`src/rtl/btn_pulse_conditioner.sv`:
```
// Debounces raw switch/key levels into clean levels plus one-cycle press/release pulses.
// A shared prescaler strobes the per-channel integrators at the debounce sample rate.
module btn_pulse_conditioner #(
    parameter int unsigned WIDTH      = 3,
    parameter int unsigned TICK_DIV   = 1250000,
    parameter int unsigned STABLE     = 2,
    parameter bit          ACTIVE_LOW = 1'b0
) (
    input  logic             CLOCK_50,
    input  logic             RST_N,
    input  logic [WIDTH-1:0] DIN,
    output logic [WIDTH-1:0] LEVEL,
    output logic [WIDTH-1:0] PULSE_ON,
    output logic [WIDTH-1:0] PULSE_OFF,
    output logic             TICK
);

    localparam int unsigned      DivW      = (TICK_DIV > 1) ? $clog2(TICK_DIV) : 1;
    localparam logic [DivW-1:0]  DivMax    = DivW'(TICK_DIV - 1);
    localparam logic [3:0]       StableMax = 4'(STABLE - 1);
    localparam logic [WIDTH-1:0] IdleRaw   = {WIDTH{ACTIVE_LOW}};

    logic [WIDTH-1:0] r_sync1;
    logic [WIDTH-1:0] r_sync2;
    logic [DivW-1:0]  r_div;
    logic [3:0]       r_cnt [WIDTH];
    logic [WIDTH-1:0] r_level;
    logic [WIDTH-1:0] r_pulse_on;
    logic [WIDTH-1:0] r_pulse_off;

    logic             w_tick;
    logic [WIDTH-1:0] w_sample;
    logic [WIDTH-1:0] w_level_d;
    logic [3:0]       w_cnt_d [WIDTH];
    logic [DivW-1:0]  w_div_d;

    // Sync flops reset to the inactive raw level so the normalised sample starts at 0.
    always_ff @(posedge CLOCK_50 or negedge RST_N) begin
        if (!RST_N) begin
            r_sync1 <= IdleRaw;
            r_sync2 <= IdleRaw;
        end else begin
            r_sync1 <= DIN;
            r_sync2 <= r_sync1;
        end
    end

    assign w_sample = r_sync2 ^ IdleRaw;
    assign w_tick   = (r_div == DivMax);
    assign w_div_d  = w_tick ? '0 : r_div + 1'b1;

    always_comb begin
        w_level_d = r_level;
        w_cnt_d   = r_cnt;
        if (w_tick) begin
            for (int i = 0; i < WIDTH; i++) begin
                if (w_sample[i] == r_level[i]) begin
                    w_cnt_d[i] = 4'd0;
                end else if (r_cnt[i] == StableMax) begin
                    w_level_d[i] = w_sample[i];
                    w_cnt_d[i]   = 4'd0;
                end else begin
                    w_cnt_d[i] = r_cnt[i] + 4'd1;
                end
            end
        end
    end

    always_ff @(posedge CLOCK_50 or negedge RST_N) begin
        if (!RST_N) begin
            r_div       <= '0;
            r_level     <= '0;
            r_pulse_on  <= '0;
            r_pulse_off <= '0;
            for (int i = 0; i < WIDTH; i++) begin
                r_cnt[i] <= 4'd0;
            end
        end else begin
            r_div       <= w_div_d;
            r_level     <= w_level_d;
            r_cnt       <= w_cnt_d;
            // Pulses register alongside the level so they coincide with its new value.
            r_pulse_on  <= w_level_d & ~r_level;
            r_pulse_off <= ~w_level_d & r_level;
        end
    end

    assign LEVEL     = r_level;
    assign PULSE_ON  = r_pulse_on;
    assign PULSE_OFF = r_pulse_off;
    assign TICK      = w_tick;

endmodule

```
`config.mk`:
```
export PLATFORM = sky130hd
export DESIGN_NAME = btn_pulse_conditioner
export DESIGN_NICKNAME = d
export VERILOG_FILES = /design/src/rtl/btn_pulse_conditioner.sv
export SDC_FILE = /design/constraint.sdc
export NUM_CORES = 1
export LEC_CHECK = 0
export ABC_AREA = 1
export BUFFER_PORTS_ARGS = -buffer_cell sky130_fd_sc_hd__buf_4
export CAP_MARGIN = 25
export CELL_PAD_IN_SITES_DETAIL_PLACEMENT = 1
export CELL_PAD_IN_SITES_GLOBAL_PLACEMENT = 1
export CORE_MARGIN = 3
export CORE_UTILIZATION = 49
export DETAILED_ROUTE_END_ITERATION = 8
export GPL_ROUTABILITY_DRIVEN = 0
export GPL_TIMING_DRIVEN = 0
export PLACE_DENSITY = 0.91
export SYNTH_ARGS = -nofsm -noshare
export SYNTH_HDL_FRONTEND = slang
export SYNTH_SLANG_ARGS = --single-unit
```
`constraint.sdc`:
```
create_clock -name CLOCK_50 -period 3 [get_ports CLOCK_50]
set_input_delay 0.3 -clock CLOCK_50 [delete_from_list [all_inputs] [get_ports CLOCK_50]]
set_output_delay 0.3 -clock CLOCK_50 [all_outputs]
set_load 0.03 [all_outputs]
```
## After elaboration in Yosys (flattened, before gate mapping)

Index checks and enable logic that the tools add are counted.
W data, S select, Z words.

- Bits in registers: 48
- Logic and storage cells: 38
- Output and inout port bits: 10

- Bitwise logic cells: 4
- Equality and inequality tests: 7
- Multiplexer cells: 14
- Add/sub/neg operators: 4

Operator list:

| cell | count |
|---|---|
| $mux W4 | 6 |
| $add A21 B1 Y21 const B | 1 |
| $eq A21 B21 Y1 const B | 1 |
| $mux W21 | 1 |
| $add A4 B1 Y4 const B | 3 |
| $eq A4 B1 Y1 const B | 3 |
| $and A3 B3 Y3 | 2 |
| $mux W1 | 6 |
| $not A3 Y3 | 2 |
| $eq A1 B1 Y1 | 3 |
| $mux W3 | 1 |

## Depth between registers and ports, before layout

Gate-level depths: netlist of run 1.

- Depth in word-level cells: 6
- Gate-level depth with buffers: 8
- Mapped depth without buffers: 8

## Least setup slack after synthesis of run 1

OpenSTA, ideal clock, no wires.

- Path type: register -> output
- Start point: register r_div[0]
- End point: output TICK
- Arrival: 1.288 ns
- Path buffers: 1
- Path slack: 1.412 ns
- Stages on the path, launching flop included: 7
- Required time: 2.700 ns
- Path through: dfrtp_1 ha_1 nand3_1 nor2_1 nand3_4 buf_6 inv_1

- Cells in the longest elaborated chain, start to end: 1

Ends and longest elaborated chain:

| what | line | text |
|---|---|---|
| start: declaration | 25 | `logic [DivW-1:0] r_div;` |
| start signal: assignment | 79 | `r_div <= w_div_d;` |
| $eq A21 B21 Y1 | 49 | `assign w_tick = (r_div == DivMax);` |
| end: declaration | 15 | `output logic TICK` |

No other way between the ends.

## Worst setup path in the final report of run 1

Same ends and word-level chain as after synthesis.

==> metrics.md, run 1 <==
| Metric | Value |
|---|---|
| Warning count from the yosys run | 0 |
| Largest net degree at the start of global routing | between 40 and 50 |
| Max FO, Critical Path | 10 |
| First-pass GRT wire length | 11700 um |
| RR Startpoint | r_div[0]$_DFF_PN0_ |
| Top Metal Used | met4 |
| Vias in the first global route | approximately 2500 |
| Maximum vdd drop | ~0.00031 V |
| Main combinational cell family by area after synthesis | simple AND/OR/NAND/NOR gates |
| Cts repair resizes | 0 |
| Syn Std Cell Area | approximately 0.0026 mm^2 |
| Worst Path Required | around 2700 ps |
| Vias | roughly 2200 |
| Post-Synth XOR/XNOR Area | between 4 and 5% |
| Asr flop ratio synth | 100% |
| Placed insts | slightly above 400 |
| Primary FF master, synth | dfrtp_1 |
| Global Route Usage Sum | roughly a quarter |
| Sequential share of power | a little under 60% |
| Final Hold Violating Endpoints | 5 |
| CP endpoint kind | primary output |
| Power per cell area | between 300 and 400 mW/mm^2 |
| Die height | roughly 79 um |
| Starting Density | between 50% and 60% |
| Post-synth EDFFs | 0 |
| TritonRoute pass-1 iters | 4 |
| Slew Limit Headroom | about 60% |
| 1st-iter DRT viols | just over 100 |
| Worst Skew | 9.04 ps |
| Dominant cells by area after synthesis | dfrtp_1 (46%), nand2_1 (14%), nand3_1 (6.9%), inv_1 (6.3%), nor2_1 (5.6%) |
| Clk slew on worst S/H paths | ~100 ps |
| Mapped Avg Cell Area | just under 8 um^2 |
| Yosys cell types | 25 |
| Die W | a little under 80 um |
| Tot Pwr | around 1.1 mW |
| HP Class | input port to async pin |
| Status | finished, violations left |
| FF-to-FF path depth | 7 |
| Fillers | 640 |
| Multi-input gate area | between 0.001 and 0.0015 mm^2 |
| Std-Cell Rows | 25 |
| Root Driver | clkbuf_8 |
| Clock Power Share | around two fifths |
| Routed length per placed instance | 15.4 um |
| Most frequent cell after synthesis | nand2_1 |
| Syn Inst Count | roughly 330 |
| Seq/Total Area, Yosys | about 46% |
| Synth Area in Compound Gates | under 10% |
| Slew Limit Fails | 0 |
| Post-route minimum period | about 2200 ps |
| Wire length on met1 | between 2000 and 3000 um |
| CTS tree | done |
| Worst slew pin tran | approximately 600 ps |
| Met3 routed WL | about 170 um |
| Kind of critical path | flop to primary output |
| Worst Setup Start Kind | flop |
| CORE AREA | a little under 0.005 mm^2 |
| P&R area growth vs syn | 11.0% |
| DRC viols | 0 |
| Setup Viol. Count Final | 0 |
| Longest Clk Path Bufs | 2 |
| Initial antenna violation count | 0 |
| Hold Buf Count CTS | 0 |
| Hpwl dp | 4830 um |
| Reg-to-reg slack, setup | between 1000 and 1500 ps |
| Final non-filler cell total | around 420 |
| Total gr overflow | 0 |
| Net switching power | about 250 uW |
| Setup TNS Final | 0 ps |
| Register area | between 0.001 and 0.0015 mm^2 |
| RSZ-0062 raised after global routing | no |
| Clk Latency, worst-skew pair | 310 ps |
| Post-synthesis mux area share | 0% |
| Post-CTS Setup Repair Bufs | 0 |
| Layout cells sized above 1 | around 14% |
| Max-cap violations | 0 |
| Fmax | 459 MHz |
| Failing checks | hold timing |
| Simple-gate share of the synthesized area | 35.1% |
| Ports | 15 |
| Net Count, Synth | about 350 |
| Period utilization | around 73% |
| CTS Buf Count | 5 |
| WL met2 | 3310 um |
| Die area | around 0.0062 mm^2 |
| Final Hold Slack | -4.89 ps |
| Worst flop-to-flop path endpoint | r_div[18]$_DFF_PN0_ |
| Internal | around 840 uW |
| Sw frac | 22.8% |
| Number of antenna diodes | 0 |
| Logic gate share of total power | 2.0% |
| FF+latch count, synth | 48 |
| Leading area contributor after synthesis | dfrtp_1 |
| Synth top area share | a little under half |
| Pre-CTS WS | 1160 ps |
| P_leak | ~1.6 nW |
| DR vias/cell | about 5.3 |
| Post-DRT Antenna Nets | 0 |
| Drt total wl | between 6000 and 7000 um |
| PortBufs | 14 |
| Final layout net count | 366 |
| Synth Area in Adders | under 10% |
| Critical path arrival | between 1500 and 2000 ps |
| Commonest cells in the synthesized netlist | nand2_1 (94), dfrtp_1 (48), inv_1 (44) |
| H-tree Lvls | 2 |
| Clock sinks | 48 |
| Setup ws final | 820 ps |
==> placed cells by master, fill, tap and decap left out, types with 3 or more instances in the layout <==
cell type and count:
inv_2 8, a21oi_1 4, buf_6 3, nand4_1 12, nand3_1 36, clkbuf_8 6, nor2_1 39, nor3_2 3
nor2_2 6, o21ai_0 4, xor2_1 12, nand2_1 94, inv_1 44, buf_4 14, ha_1 7, dfrtp_1 48
==> power groups by stage <==
stage | logic [mW] | clock network (mW) | registers [mW]
floorplan | 0.00458 | 0 | 0.665
global placement | 0.0223 | 0 | 0.665
detailed placement | 0.0231 | 0 | 0.666
CTS | 0.0235 | 0.426 | 0.653
global route | 0.0260 | 0.458 | 0.653
finish | 0.0221 | 0.418 | 0.653
==> how the worst max path moves through the flow <==
stage	slack [ps]	endpoint	startpoint
6_report	820	TICK	r_div[0]$_DFF_PN0_
3_5_place_dp	1160	TICK	r_div[0]$_DFF_PN0_
5_1_grt	720	TICK	r_div[1]$_DFF_PN0_
3_3_place_gp	1240	TICK	r_div[0]$_DFF_PN0_
4_1_cts	810	TICK	r_div[0]$_DFF_PN0_
2_1_floorplan	1410	TICK	r_div[0]$_DFF_PN0_
==> kinds of logic (layout without fill, tap and decap cells) <==
group                      count (synthesis)  after routing
and+or+nand+nor                          199            199
buffers and inverters                     56             78
AOI/OAI and AO/OA                         11             11
xor gates and xnor gates                  12             12
adders and majority gates                  7              7
DFF                                       48             48
==> metrics by stage <==
| step | hold WS [ps] | cell area, um^2 | utilization, % |
|---|---|---|---|
| finish | -4.89 | 2890 | 58.8 |
| global route | 38.5 | 2890 | 58.8 |
| CTS | 23.8 | 2890 | 58.8 |
| detailed placement | 340 | 2790 | 56.8 |
| global placement | 334 | 2790 | 56.8 |
| floorplan | 4.41 | 2600 | - |
==> layer usage <==
metal / vias to the layer above / global-route usage (%)
met2: 30 / 41.7
met3: 11 / 4.31
li1: 1082 / -
met1: 1120 / 29.8
met5: - / 0
met4: 0 / 9.11
==> critical path, cell delays in order (launching register included) <==
cell,delay [ps]
dfrtp_1,370
ha_1,230
nand3_1,170
nor2_1,240
nand3_4,160
buf_6,190
inv_1,50
buf_4,150
==> sequential cells by signal, indices dropped and copies added (netlist names) <==
register	count
LEVEL	3
PULSE_OFF	3
PULSE_ON	3
r_cnt	12
r_div	21
r_sync1	3
r_sync2	3
==> layout make-up <==
cell class / count / share of cell area [%]
Clock buffer: 6 / 2.86
Inverter: 52 / 6.76
Buffer: 4 / 1.43
Sequential cell: 48 / 41.6
Timing Repair Buffer: 14 / 3.64
Tap cell: 67 / 2.90
Clock inverter: 2 / 0.477
Multi-Input combinational cell: 229 / 40.3
(Power assumes the default switching activity.)
==> inputs of run 2 (changes only) <==
--- a/config.mk
+++ b/config.mk
@@ -5,17 +5,17 @@
 export SDC_FILE = /design/constraint.sdc
 export NUM_CORES = 1
 export LEC_CHECK = 0
-export ABC_AREA = 1
+export ABC_AREA = 0
 export BUFFER_PORTS_ARGS = -buffer_cell sky130_fd_sc_hd__buf_4
 export CAP_MARGIN = 25
 export CELL_PAD_IN_SITES_DETAIL_PLACEMENT = 1
 export CELL_PAD_IN_SITES_GLOBAL_PLACEMENT = 1
 export CORE_MARGIN = 3
-export CORE_UTILIZATION = 49
+export CORE_UTILIZATION = 47
 export DETAILED_ROUTE_END_ITERATION = 8
 export GPL_ROUTABILITY_DRIVEN = 0
 export GPL_TIMING_DRIVEN = 0
-export PLACE_DENSITY = 0.91
+export PLACE_DENSITY = 0.83
 export SYNTH_ARGS = -nofsm -noshare
 export SYNTH_HDL_FRONTEND = slang
 export SYNTH_SLANG_ARGS = --single-unit
==> constraint.sdc (replaced) <==
create_clock -name CLOCK_50 -period 2.3 [get_ports CLOCK_50]
set_input_delay 0.23 -clock CLOCK_50 [delete_from_list [all_inputs] [get_ports CLOCK_50]]
set_output_delay 0.23 -clock CLOCK_50 [all_outputs]
set_load 0.03 [all_outputs]
==> run 2 against run 1 <==
Effect of this change: the flow now finishes without violations; die area decreased by 9.5%; worst setup slack worse by 770 ps; critical path depth grew 1; critical endpoint unchanged; largest cell class unchanged; highest routed layer unchanged.
==> metrics.md, run 2 <==
| Metric | Value |
|---|---|
| Final non-filler cell total | 287 (was 422) |
| Starting Density | 50.1% (was 53.0%) |
| Most flops, register | r_div (unchanged) |
| Longest Clk Path Bufs | 2 (unchanged) |
| Post-synth EDFFs | 0 (unchanged) |
| Max FO, Critical Path | 6 (was 10) |
| DRC viols | 0 (unchanged) |
| P&R area growth vs syn | 17.1% (was 11.0%) |
| Clk slew on worst S/H paths | 80 ps (was 100 ps) |
| Kind of critical path | flop to primary output (unchanged) |
| Power per cell area | 543 mW/mm^2 (was 379 mW/mm^2) |
| Biggest registers after layout | r_div x21, r_cnt x12 (unchanged) |
| Seq/Total Area, Yosys | 53.6% (was 46.2%) |
| Clk Latency, worst-skew pair | 300 ps (was 310 ps) |
| Final layout net count | 247 (was 366) |
| RSZ-0062 raised after global routing | yes (was no) |
| Die area | 0.00563 mm^2 (was 0.00622 mm^2) |
| Syn Std Cell Area | 0.00224 mm^2 (was 0.00260 mm^2) |
| H-tree Lvls | 2 (unchanged) |
| Largest net degree at the start of global routing | 49 (unchanged) |
| Number of antenna diodes | 0 (unchanged) |
| FF+latch count, synth | 48 (unchanged) |
| Leading area contributor after synthesis | dfrtp_1 (unchanged) |
| Most frequent cells in the layout | dfrtp_1 (48), buf_4 (22), nor2_1 (17), nor3_1 (13), xnor2_1 (13) (was nand2_1 (94), dfrtp_1 (48), inv_1 (44), nor2_1 (39), nand3_1 (36)) |
| Worst Skew | 5.05 ps (was 9.04 ps) |
| Worst slew pin tran | 632 ps (was 602 ps) |
| Util after Layout | 58.6% (was 58.8%) |
| Synth top area share | 53.6% (was 46.2%) |
| Layout cells sized above 1 | 22.1% (was 14.1%) |
| Net Count, Synth | 215 (was 345) |
| Final Hold Slack | 36.8 ps (was -4.89 ps) |
| Ports | 15 (unchanged) |
| Asr flop ratio synth | 100% (unchanged) |
| Mapped Avg Cell Area | 11.0 um^2 (was 7.82 um^2) |
| Std-Cell Rows | 24 (was 25) |
| Max reg flops | 21 (unchanged) |
| Vias | 1657 (was 2243) |
| Hpwl dp | 3310 um (was 4830 um) |
| Dominant cells by area after synthesis | dfrtp_1 (54%), xnor2_1 (5.1%), ha_1 (3.9%), mux2_2 (3.5%), nor3_1 (2.9%) (was dfrtp_1 (46%), nand2_1 (14%), nand3_1 (6.9%), inv_1 (6.3%), nor2_1 (5.6%)) |
| Tot Pwr | 1.43 mW (was 1.09 mW) |
| Commonest cells in the synthesized netlist | dfrtp_1 (48), nor2_1 (17), inv_1 (13), nor3_1 (13), xnor2_1 (13) (was nand2_1 (94), dfrtp_1 (48), inv_1 (44)) |
| Placed insts | 270 (was 414) |
| Pre-CTS WS | 74.2 ps (was 1160 ps) |
| Warning count from the yosys run | 0 (unchanged) |
| Maximum vdd drop | 0.000351 V (was 0.000314 V) |
| Primary FF master, synth | dfrtp_1 (unchanged) |
| Setup ws final | 47.7 ps (was 820 ps) |
| PortBufs | 14 (unchanged) |
| Critical path arrival | 2020 ps (was 1880 ps) |
| Setup Viol. Count Final | 0 (unchanged) |
| Final Hold Violating Endpoints | 0 (was 5) |
| Status | completed (was finished, violations left) |
| Clock sinks | 48 (unchanged) |
| Slew Limit Fails | 0 (unchanged) |
| Period utilization | about 100% |
| Most frequent cell after synthesis | dfrtp_1 (was nand2_1) |
| CTS tree | done (unchanged) |
| Post-DRT Antenna Nets | 0 (unchanged) |
| Slew Limit Headroom | 57.8% (was 59.9%) |
| Worst Path Required | 2070 ps (was 2700 ps) |
| Vias in the first global route | 1763 (was 2506) |
| Most common cell after layout, fill and taps aside | dfrtp_1 (was nand2_1) |
| Post-route minimum period | around 2300 ps |
| HP Class | input port to flop (was input port to async pin) |
| CTS Buf Count | 5 (unchanged) |
| Global Route Usage Sum | 20.4% (was 24.0%) |
| Root Driver | clkbuf_8 (unchanged) |
| P_leak | 1.20 nW (was 1.56 nW) |
| Worst Setup Start Kind | flop (unchanged) |
| Syn Inst Count | 203 (was 333) |
| Total gr overflow | 0 (unchanged) |
| Routed length per placed instance | 17.8 um (was 15.4 um) |
| Die W | 75.1 um (was 78.9 um) |
| Drt total wl | 5120 um (was 6500 um) |
| Initial antenna violation count | 0 (unchanged) |
| Max-cap violations | 0 (unchanged) |
| CP endpoint kind | primary output (unchanged) |
| Yosys cell types | 40 (was 25) |
| First-pass GRT wire length | 8640 um (was 11700 um) |
| 1st-iter DRT viols | 46 (was 101) |
| CORE AREA | 0.00447 mm^2 (was 0.00491 mm^2) |
| TritonRoute pass-1 iters | 4 (unchanged) |
| Fmax | around 440 MHz |
| DR vias/cell | 5.77 (was 5.32) |
| Die height | 75.1 um (was 78.9 um) |
## run 2: cell types whose count changed after synthesis, sizes merged, moves of 6 or more
cell and delta:
xor2 -6, mux2 +7, nor4 +9, xnor2 +13, nor2 -29, nor3 +9
nand4 -7, nand3 -29, inv -39, nand2 -86
## run 2: power breakdown
part	switching (mW)	total, mW	internal, mW	leakage [nW]
sequential	0.00389	0.852	0.848	0.642
combinational	0.0232	0.0322	0.00894	0.506
clock	0.273	0.541	0.268	0.0503
total	0.300	1.43	1.13	1.20
## run 2: cell families (layout without fill, tap and decap cells)
group / count (synthesis) / count (layout) / share of synthesized area [%]
compound gates: 19 / 19 / 6.37
xor+xnor: 19 / 19 / 7.43
fa+ha+maj: 7 / 7 / 3.91
buf+inv: 16 / 48 / 2.85
flops: 48 / 48 / 53.6
mux: 7 / 7 / 3.52
simple gates: 87 / 87 / 22.3
## run 2: layout make-up
type	instances	area, um^2
fillers	489	1850
flip-flops and latches	48	1200
multi-input cells	139	993
repair buffers	25	191
clock buffers	7	96.3
well taps	52	65.1
inverters	13	48.8
plain buffers	3	27.5
## run 2: final timing paths
path | cells after the start | slack, ps | end | from
worst max-delay path | 8 | 50 | TICK | r_div[0]$_DFF_PN0_
worst min-delay path | 1 | 40 | r_sync1[2]$_DFF_PN0_ | DIN[2]
worst max register to register | 8 | 210 | r_cnt[0]$_DFFE_PN0N_ | r_div[0]$_DFF_PN0_
worst min register to register | 0 | 350 | r_sync2[2]$_DFF_PN0_ | r_sync1[2]$_DFF_PN0_
max in group asynchronous | 2 | 1400 | r_div[1]$_DFF_PN0_ | RST_N
min in group asynchronous | 2 | 470 | r_cnt[1]$_DFFE_PN0N_ | RST_N
## run 2: timing repair
| action | 4_1_cts | 5_1_grt |
|---|---|---|
| resized for setup | 9 | 2 |
| endpoints found under the hold margin | 48 | 0 |
| hold buffers | 1 | 0 |
| setup buffers | 5 | 4 |
| endpoints found under the setup margin | 1 | 3 |
| pin swaps | 2 | 1 |
## run 2: through the flow
stage	instance area (um^2)	setup TNS, ps
floorplan	2240	0
detailed placement	2420	0
global placement	2410	0
global route	2620	-30.5
CTS	2580	0
finish	2620	0
## run 2: routing by layer
metal / GRT usage (%) / vias to the layer above / part of all wire (%)
li1: - / 794 / -
met1: 26.0 / 839 / 45
met2: 34.4 / 17 / 52
met3: 4.01 / 7 / 2.1
met4: 7.11 / 0 / 1.3
met5: 0 / - / 0
## run 2: worst max-delay path, stage by stage (launching register included)
cell	delay [ps]
dfrtp_1	360
ha_2	200
nand3_2	90
or4_4	430
buf_6	130
or2_1	220
buf_6	140
inv_2	50
buf_6	120
